## src/rtl/alarm_sequencer.sv

```systemverilog
// alarm_sequencer
// Consumes the countdown chain's top-digit borrow pulse. While armed, an
// expiry starts a beeping buzzer that times out after RING_TICKS ticks,
// can be snoozed a limited number of times, and can be stopped outright.
// Every output is a flop updated in the same single state-machine process.
module alarm_sequencer #(
  parameter int RING_TICKS   = 30,
  parameter int SNOOZE_TICKS = 5,
  parameter int MAX_SNOOZE   = 3,
  parameter int CW           = 6
) (
  input  logic       clk,
  input  logic       rst,
  input  logic       tick,
  input  logic       borrow_in,
  input  logic       arm,
  input  logic       snooze,
  input  logic       stop,
  output logic [1:0] state,
  output logic       buzzer,
  output logic       ringing,
  output logic [2:0] snooze_left,
  output logic       missed
);

  typedef enum logic [1:0] {
    S_IDLE    = 2'b00,
    S_ARMED   = 2'b01,
    S_RINGING = 2'b10,
    S_SNOOZE  = 2'b11
  } state_t;

  localparam logic [CW-1:0] RING_LOAD   = CW'(RING_TICKS);
  localparam logic [CW-1:0] SNOOZE_LOAD = CW'(SNOOZE_TICKS);
  localparam logic [2:0]    SNOOZE_MAX  = 3'(MAX_SNOOZE);

  state_t        state_reg;
  logic [CW-1:0] ring_cnt_reg;
  logic [CW-1:0] snz_cnt_reg;

  assign state = state_reg;

  // Alarm state machine; counters are loaded on entry to their state and only
  // count down on tick while in it, so they never wrap.
  always_ff @(posedge clk) begin
    if (!rst) begin
      state_reg    <= S_IDLE;
      buzzer       <= 1'b0;
      ringing      <= 1'b0;
      missed       <= 1'b0;
      snooze_left  <= SNOOZE_MAX;
      ring_cnt_reg <= '0;
      snz_cnt_reg  <= '0;
    end else if (!arm) begin
      // Disarm overrides every other input; the missed flag is kept so the
      // user can still see that the last alarm went unanswered.
      state_reg <= S_IDLE;
      buzzer    <= 1'b0;
      ringing   <= 1'b0;
    end else begin
      case (state_reg)
        S_IDLE: begin
          // arm is known high here: start a fresh alarm event.
          state_reg   <= S_ARMED;
          missed      <= 1'b0;
          snooze_left <= SNOOZE_MAX;
        end

        S_ARMED: begin
          if (borrow_in) begin
            state_reg    <= S_RINGING;
            ring_cnt_reg <= RING_LOAD;
            buzzer       <= 1'b1;
            ringing      <= 1'b1;
          end
        end

        S_RINGING: begin
          if (stop) begin
            state_reg <= S_IDLE;
            buzzer    <= 1'b0;
            ringing   <= 1'b0;
            missed    <= 1'b0;
          end else if (snooze && (snooze_left != 3'd0)) begin
            state_reg   <= S_SNOOZE;
            snz_cnt_reg <= SNOOZE_LOAD;
            snooze_left <= snooze_left - 3'd1;
            buzzer      <= 1'b0;
            ringing     <= 1'b0;
          end else if (tick) begin
            // A snooze request with no snoozes left falls through to here,
            // so the ring keeps being timed normally.
            if (ring_cnt_reg <= CW'(1)) begin
              state_reg <= S_IDLE;
              buzzer    <= 1'b0;
              ringing   <= 1'b0;
              missed    <= 1'b1;
            end else begin
              ring_cnt_reg <= ring_cnt_reg - CW'(1);
              buzzer       <= ~buzzer;
            end
          end
        end

        S_SNOOZE: begin
          if (stop) begin
            state_reg <= S_IDLE;
          end else if (tick) begin
            if (snz_cnt_reg <= CW'(1)) begin
              state_reg    <= S_RINGING;
              ring_cnt_reg <= RING_LOAD;
              buzzer       <= 1'b1;
              ringing      <= 1'b1;
            end else begin
              snz_cnt_reg <= snz_cnt_reg - CW'(1);
            end
          end
        end

        default: begin
          state_reg <= S_IDLE;
          buzzer    <= 1'b0;
          ringing   <= 1'b0;
        end
      endcase
    end
  end

endmodule

```

## config.mk

```make
export PLATFORM = sky130hd
export DESIGN_NAME = alarm_sequencer
export DESIGN_NICKNAME = d
export VERILOG_FILES = /design/src/rtl/alarm_sequencer.sv
export SDC_FILE = /design/constraint.sdc
export NUM_CORES = 1
export LEC_CHECK = 0
export CORE_MARGIN = 1.5
export CORE_UTILIZATION = 55
export CTS_BUF_LIST = sky130_fd_sc_hd__clkbuf_2 sky130_fd_sc_hd__clkbuf_4 sky130_fd_sc_hd__clkbuf_8
export CTS_CLUSTER_DIAMETER = 40
export CTS_CLUSTER_SIZE = 30
export DETAILED_ROUTE_END_ITERATION = 6
export GPL_ROUTABILITY_DRIVEN = 0
export GPL_TIMING_DRIVEN = 0
export HOLD_SLACK_MARGIN = 0.12
export PLACE_DENSITY_LB_ADDON = 0.15
export RECOVER_POWER = 50
export SETUP_SLACK_MARGIN = 0.2
export SLEW_MARGIN = 20
export SYNTH_ARGS = -nofsm -noshare
export SYNTH_HDL_FRONTEND = slang
export SYNTH_SLANG_ARGS = --single-unit
```

## constraint.sdc

```tcl
create_clock -name clk -period 2.2 [get_ports clk]
set_input_delay 0.55 -clock clk [delete_from_list [all_inputs] [get_ports clk]]
set_output_delay 0.55 -clock clk [all_outputs]
set_load 0.05 [all_outputs]
```

==> results of run 1 <==
critical path, stage by stage:
cell             delay, ns
clkdlybuf4s50_1       0.51
nand3b_1              0.18
a21oi_2               0.24
a31oi_4               0.07
or4_1                 0.51
a21oi_1               0.15
power by group:
group	leakage (nW)	switching [mW]	internal, mW
Clock	0.0138	0.109	0.0639
Sequential	0.163	0.00850	0.371
Combinational	0.458	0.0804	0.0436
Total	0.635	0.198	0.478
worst max path at each step:
stage,from,end,slack (ns),cells after the start
finish,borrow_in,ring_cnt_reg[5]$_SDFFE_PN0P_,0.23,6
global route,snz_cnt_reg[0]$_SDFFE_PN0P_,snz_cnt_reg[5]$_SDFFE_PN0P_,0.13,7
CTS,snooze,ring_cnt_reg[5]$_SDFFE_PN0P_,0.20,5
detailed placement,arm,ring_cnt_reg[5]$_SDFFE_PN0P_,-0.14,6
global placement,arm,ring_cnt_reg[5]$_SDFFE_PN0P_,-0.12,6
floorplan,state[1]$_SDFFE_PN0P_,ring_cnt_reg[5]$_SDFFE_PN0P_,0.28,6
timing repair:
item                                    CTS  global route
endpoints found under the setup margin    9             5
pin swaps                                 0             1
gates resized for setup                  11            10
cells in the mapped netlist (2+ instances only):
| library cell | instances | area (µm²) |
|---|---|---|
| nor2_1 | 13 | 48.8 |
| a21oi_1 | 13 | 65.1 |
| ha_1 | 6 | 75.1 |
| o31a_1 | 3 | 26.3 |
| o31ai_1 | 3 | 22.5 |
| clkbuf_1 | 3 | 11.3 |
| nor2b_1 | 2 | 12.5 |
| nand3_1 | 3 | 15.0 |
| a31oi_1 | 3 | 18.8 |
| nand2b_1 | 4 | 25.0 |
| and3_1 | 2 | 12.5 |
| nand2_1 | 9 | 33.8 |
| nand4_1 | 3 | 18.8 |
| xor2_1 | 2 | 17.5 |
| a211oi_1 | 7 | 52.6 |
| o21ai_0 | 4 | 20.0 |
| dfxtp_1 | 20 | 400 |
| o221a_2 | 5 | 56.3 |
| or3_1 | 5 | 31.3 |
| nor3_1 | 3 | 15.0 |
| inv_1 | 12 | 45.0 |
per-layer routing:
layer | wire, µm | global-route usage, % | share of wire (%)
met1 | 1390 | 36.2 | 44
met2 | 1430 | 42.2 | 45
met3 | 210 | 3.22 | 6.7
met4 | 106 | 11.4 | 3.4
met5 | 0 | 0 | 0
kinds of logic after synthesis:
| group | Yosys count | share of synthesized area, % |
|---|---|---|
| AOI/OAI and AO/OA | 51 | 29.6 |
| muxes | 2 | 1.66 |
| adders and majority gates | 6 | 5.84 |
| and+or+nand+nor | 54 | 24.7 |
| DFF | 20 | 31.2 |
| xor gates and xnor gates | 2 | 1.36 |
| buffers and inverters | 18 | 5.65 |
layout make-up:
class | count | area (µm²) | area share (%)
Inverter | 12 | 45.0 | 3.05
Multi-Input combinational cell | 115 | 841 | 57.0
Tap cell | 28 | 35.0 | 2.37
Timing Repair Buffer | 11 | 100 | 6.79
Buffer | 6 | 27.5 | 1.87
Sequential cell | 20 | 404 | 27.4
Clock buffer | 3 | 22.5 | 1.53
stage by stage:
step                      std cells  util (%)
after floorplan                 153         -
after global placement          192      64.8
after detailed placement        192      64.8
after CTS                       195      65.8
after global routing            195      66.7
final                           195      66.7
==> results_dict.tcl, run 1 <==
set metrics [dict create \
    synth_flop_cell "dfxtp_1" \
    ir_drop_uv 392 \
    path_class "input pin to flip-flop" \
    setup_slack_ns 0.235 \
    tightest_slew_ns 0.591 \
    die_area_mm2 0.00264 \
    crit_path_max_fanout 5 \
    outcome "completed" \
    clk_pin_slew_ns 0.11 \
    async_reset_ff_share_pct 0 \
    drc 0 \
    hold_path.startpoint "buzzer$_SDFFE_PN0P_" \
    rsz0062_at_grt "yes" \
    clkSinkCount 20 \
    ctsHtreeMaxLevel 1 \
    seq_area_frac_synth_pct 31.2 \
    core_area_mm2 0.00221 \
    maxSlewHeadroom_pct 60.8 \
    fin_crit_sh_pct 89.3 \
    post-place-ws_ns -0.139 \
    num_vias 1269 \
    clockBufferDepth 2 \
    synth_warnings 0 \
    fin_setup_tns_ns 0 \
    reg2reg_to "snz_cnt_reg[5]$_SDFFE_PN0P_" \
    clock.fmax_mhz 509 \
    cp.arrival_ns 2.21 \
    finalSetupViolCount 0 \
    ctsHoldBuffers 0 \
    r2r_slack_ns 0.27 \
    period_needed_ns 1.97 \
    netlist_instances 153 \
    io_pins 15 \
    numCtsBuffers 3 \
    pwr_density_cell_mw_per_mm2 458 \
    reg2reg_depth 7 \
    hold_class "flip-flop to flip-flop" \
    ctsRootBufferMaster "clkbuf_4" \
    area_delta_synth_final_pct 14.8 \
    syn_area_mm2 0.00128 \
    hold_path_end "buzzer$_SDFFE_PN0P_" \
    hold_slack_ns 0.496 \
    r2r-start "snz_cnt_reg[0]$_SDFFE_PN0P_" \
    grt_first_pass_wirelength_um 5190 \
    syn_avg_cell_area_um2 8.40 \
    dpl_cell_area_mm2 0.00143 \
    post-cts-setup-buffers 0 \
    hold_depth 2 \
    mostFrequentLayoutCells "17 x dfxtp_1, 12 x nor2_1, 12 x a21oi_1" \
    chipWidth_um 51.3 \
    first_pass_iters 4 \
    drive_gt1_share_pct 16.2 \
    ant_nets 0 \
    grt_max_degree 11 \
    fp-row-count 17 \
    slew_viol_final 0 \
    start_util_pct 58.1 \
    final_nets 182 \
    start_kind "input pin" \
    clkLatencyLatePin_ns 0.30 \
    totalPowerFinal_uw 676 \
    diodes 0 \
    cp.required_ns 2.44 \
    die_h_um 51.3 \
    drv_cap 0 \
    fin_worst_skew_ns 0.00221 \
    routed_wirelength_um 3140 \
    ys_types 49 \
    crit_path_end_kind "flip-flop" \
    grt_use_total_pct 26.6 \
    layout_commonest_cell "dfxtp_1" \
    detail_route.iter0.violations 52 \
    leakage_nw 0.635 \
    finalHoldViolCount 0 \
    dp_hpwl_um 2210 \
    port_buffers 11 \
    grt_pass1_vias 1140 \
    cts_tree "yes" \
    routedWlPerCell_um 16.1 \
    synth_seq_cells 20 \
    synth_edf_count 0 \
    antenna_found_initial 0 \
    design_area_mm2 0.00148 \
    gr-total-overflow 0 \
    vias_per_cell 6.51 \
    fillers 190 \
    synth_nets 166 \
]
Power figures use the tool's default switching activity.
==> inputs of run 2 (changes only) <==
--- a/config.mk
+++ b/config.mk
@@ -17,7 +17,7 @@
 export PLACE_DENSITY_LB_ADDON = 0.15
 export RECOVER_POWER = 50
 export SETUP_SLACK_MARGIN = 0.2
-export SLEW_MARGIN = 20
+export SLEW_MARGIN = 10
 export SYNTH_ARGS = -nofsm -noshare
 export SYNTH_HDL_FRONTEND = slang
 export SYNTH_SLANG_ARGS = --single-unit
==> results of run 2 <==
Same layout as run 1: the final DEF is identical, and so are final timing and power.
==> inputs of run 3 (changes only) <==
--- a/config.mk
+++ b/config.mk
@@ -5,8 +5,10 @@
 export SDC_FILE = /design/constraint.sdc
 export NUM_CORES = 1
 export LEC_CHECK = 0
+export CELL_PAD_IN_SITES_DETAIL_PLACEMENT = 1
+export CELL_PAD_IN_SITES_GLOBAL_PLACEMENT = 2
 export CORE_MARGIN = 1.5
-export CORE_UTILIZATION = 55
+export CORE_UTILIZATION = 34
 export CTS_BUF_LIST = sky130_fd_sc_hd__clkbuf_2 sky130_fd_sc_hd__clkbuf_4 sky130_fd_sc_hd__clkbuf_8
 export CTS_CLUSTER_DIAMETER = 40
 export CTS_CLUSTER_SIZE = 30
@@ -14,6 +16,7 @@
 export GPL_ROUTABILITY_DRIVEN = 0
 export GPL_TIMING_DRIVEN = 0
 export HOLD_SLACK_MARGIN = 0.12
+export MAX_ROUTING_LAYER = met4
 export PLACE_DENSITY_LB_ADDON = 0.15
 export RECOVER_POWER = 50
 export SETUP_SLACK_MARGIN = 0.2
==> run 3 against run 2 <==
Via count shrank 2.0%; setup slack gained 0.024 ns; sequential power is essentially flat; first-iteration DRC count shrank 23%; count of clock-buffer cells in the layout grew 1; combinational power grew 5%; global-route usage shrank 6.0 points; die area grew 58%; non-clock buffer count grew 2.
==> results_dict.tcl, run 3 (synthesis results as in run 1) <==
set metrics [dict create \
    crit_path_end_kind "output port" \
    clkLatencyLatePin_ns 0.27 \
    reg2reg_to "snz_cnt_reg[5]$_SDFFE_PN0P_" \
    reg2reg_depth 7 \
    fin_worst_skew_ns 0.00838 \
    drive_gt1_share_pct 21.2 \
    num_vias 1243 \
    tightest_slew_ns 0.600 \
    fin_crit_sh_pct 88.2 \
    totalPowerFinal_uw 807 \
    slew_viol_final 0 \
    cp_slowest_stage_delay_ns 0.79 \
    pwr_density_cell_mw_per_mm2 522 \
    period_needed_ns 1.94 \
    drv_cap 0 \
    r2r_slack_ns 0.29 \
    outcome "completed" \
    layout_commonest_cell "dfxtp_1" \
    crit_path_max_fanout 2 \
    clkPwrFrac_pct 36.8 \
    cpLargestDelayFamily "buffers and inverters" \
    r2r-start "snz_cnt_reg[1]$_SDFFE_PN0P_" \
    ctsHtreeMaxLevel 1 \
    switching_share_pct 28.7 \
    finalHoldViolCount 0 \
    drc 0 \
    grt_max_degree 12 \
    hold_class "flip-flop to flip-flop" \
    clockBufferDepth 2 \
    clock.fmax_mhz 515 \
    io_pins 15 \
    routedWlPerCell_um 17.1 \
    fin_util_pct 42.6 \
    p_int_uw 576 \
    path_class "flip-flop to output port" \
    maxSlewHeadroom_pct 60.1 \
    clk_pin_slew_ns 0.08 \
    detail_route.iter0.violations 40 \
    antenna_found_initial 0 \
    setup_slack_ns 0.259 \
    fin_setup_tns_ns 0 \
    hold_path_end "buzzer$_SDFFE_PN0P_" \
    grt_use_total_pct 20.6 \
    chipWidth_um 64.5 \
    port_buffers 11 \
    grt_first_pass_wirelength_um 6460 \
    gr-total-overflow 0 \
    routed_wirelength_um 3740 \
    start_kind "flip-flop" \
    dp_hpwl_um 2780 \
    clkSinkCount 20 \
    post-place-ws_ns -0.224 \
    vias_per_cell 5.70 \
    diodes 0 \
    hold_depth 2 \
    leakage_nw 0.641 \
    p_sw_uw 231 \
    core_area_mm2 0.00363 \
    cp.required_ns 1.65 \
    crit_slowest_cell "clkdlybuf4s50_1" \
    ctsRootBufferMaster "clkbuf_8" \
    rsz0062_at_grt "yes" \
    cts_tree "yes" \
    path_buf_inv 1 \
    fp-row-count 22 \
    die_h_um 64.5 \
    ant_nets 0 \
    cp.arrival_ns 1.39 \
    numCtsBuffers 3 \
    first_pass_iters 4 \
    ir_drop_uv 238 \
    seqPwrFrac_pct 47.0 \
    area_delta_synth_final_pct 20.4 \
    finalSetupViolCount 0 \
    hold_path.startpoint "buzzer$_SDFFE_PN0P_" \
    combPwrFrac_pct 16.2 \
    die_area_mm2 0.00416 \
    mostFrequentLayoutCells "15 x dfxtp_1, 12 x nor2_1, 11 x inv_1, 11 x a21oi_1, 9 x nand2_1" \
    path_cells "clkdlybuf4s50_1" \
    grt_pass1_vias 1315 \
    start_util_pct 35.4 \
    final_nets 184 \
]
==> run 3: worst min-delay path, delay by kind of cell (launching register included) <==
family | cells | cell delay, ns
DFF | 1 | 0.32
AOI/OAI and AO/OA | 1 | 0.06
buffers and inverters | 1 | 0.07
==> run 3: worst max-delay path by stage <==
stage                                           start                           end  slack (ns)  cells past startpoint
final                     snooze_left[1]$_SDFFE_PN1P_                snooze_left[1]        0.26                      1
after global routing      snz_cnt_reg[0]$_SDFFE_PN0P_   snz_cnt_reg[5]$_SDFFE_PN0P_        0.16                      7
after global placement                            arm  ring_cnt_reg[5]$_SDFFE_PN0P_       -0.17                      6
after CTS                 snz_cnt_reg[0]$_SDFFE_PN0P_   snz_cnt_reg[5]$_SDFFE_PN0P_        0.20                      7
after detailed placement                          arm  ring_cnt_reg[5]$_SDFFE_PN0P_       -0.22                      6
after floorplan                 state[1]$_SDFFE_PN0P_  ring_cnt_reg[5]$_SDFFE_PN0P_        0.28                      6
==> run 3: through the flow <==
stage | area, µm² | cells | hold WS [ns]
after floorplan | 1290 | 153 | 0.454
after global routing | 1550 | 218 | 0.516
final | 1550 | 218 | 0.493
after detailed placement | 1460 | 212 | 0.488
after global placement | 1460 | 212 | 0.468
after CTS | 1520 | 216 | 0.499
==> run 3: power groups by stage <==
stage	sequential, mW	clock (mW)	combinational [mW]
global placement	0.387	0	0.123
global route	0.381	0.329	0.143
CTS	0.379	0.310	0.126
detailed placement	0.387	0	0.127
floorplan	0.400	0	0.0723
finish	0.380	0.297	0.130
==> run 3: layout make-up <==
type	instances	area, µm²
well taps	48	60.1
repair buffers	13	96.3
multi-input cells	115	853
fillers	466	2090
inverters	12	45.0
plain buffers	6	30.0
flip-flops and latches	20	407
clock buffers	4	55.1
==> run 3: routing by layer <==
layer | share of wire [%] | GRT usage [%]
met3 | 3.4 | 2.60
met2 | 46 | 34.4
met5 | 0 | -
met4 | 1.3 | 5.59
met1 | 49 | 26.3
==> run 3: repair_timing <==
item | CTS | global route
hold buffers | 0 | 0
pin swaps | 0 | 2
resized for setup | 8 | 20
buffers inserted | 0 | 2
cloned | 0 | 0
endpoints found under the setup margin | 5 | 9
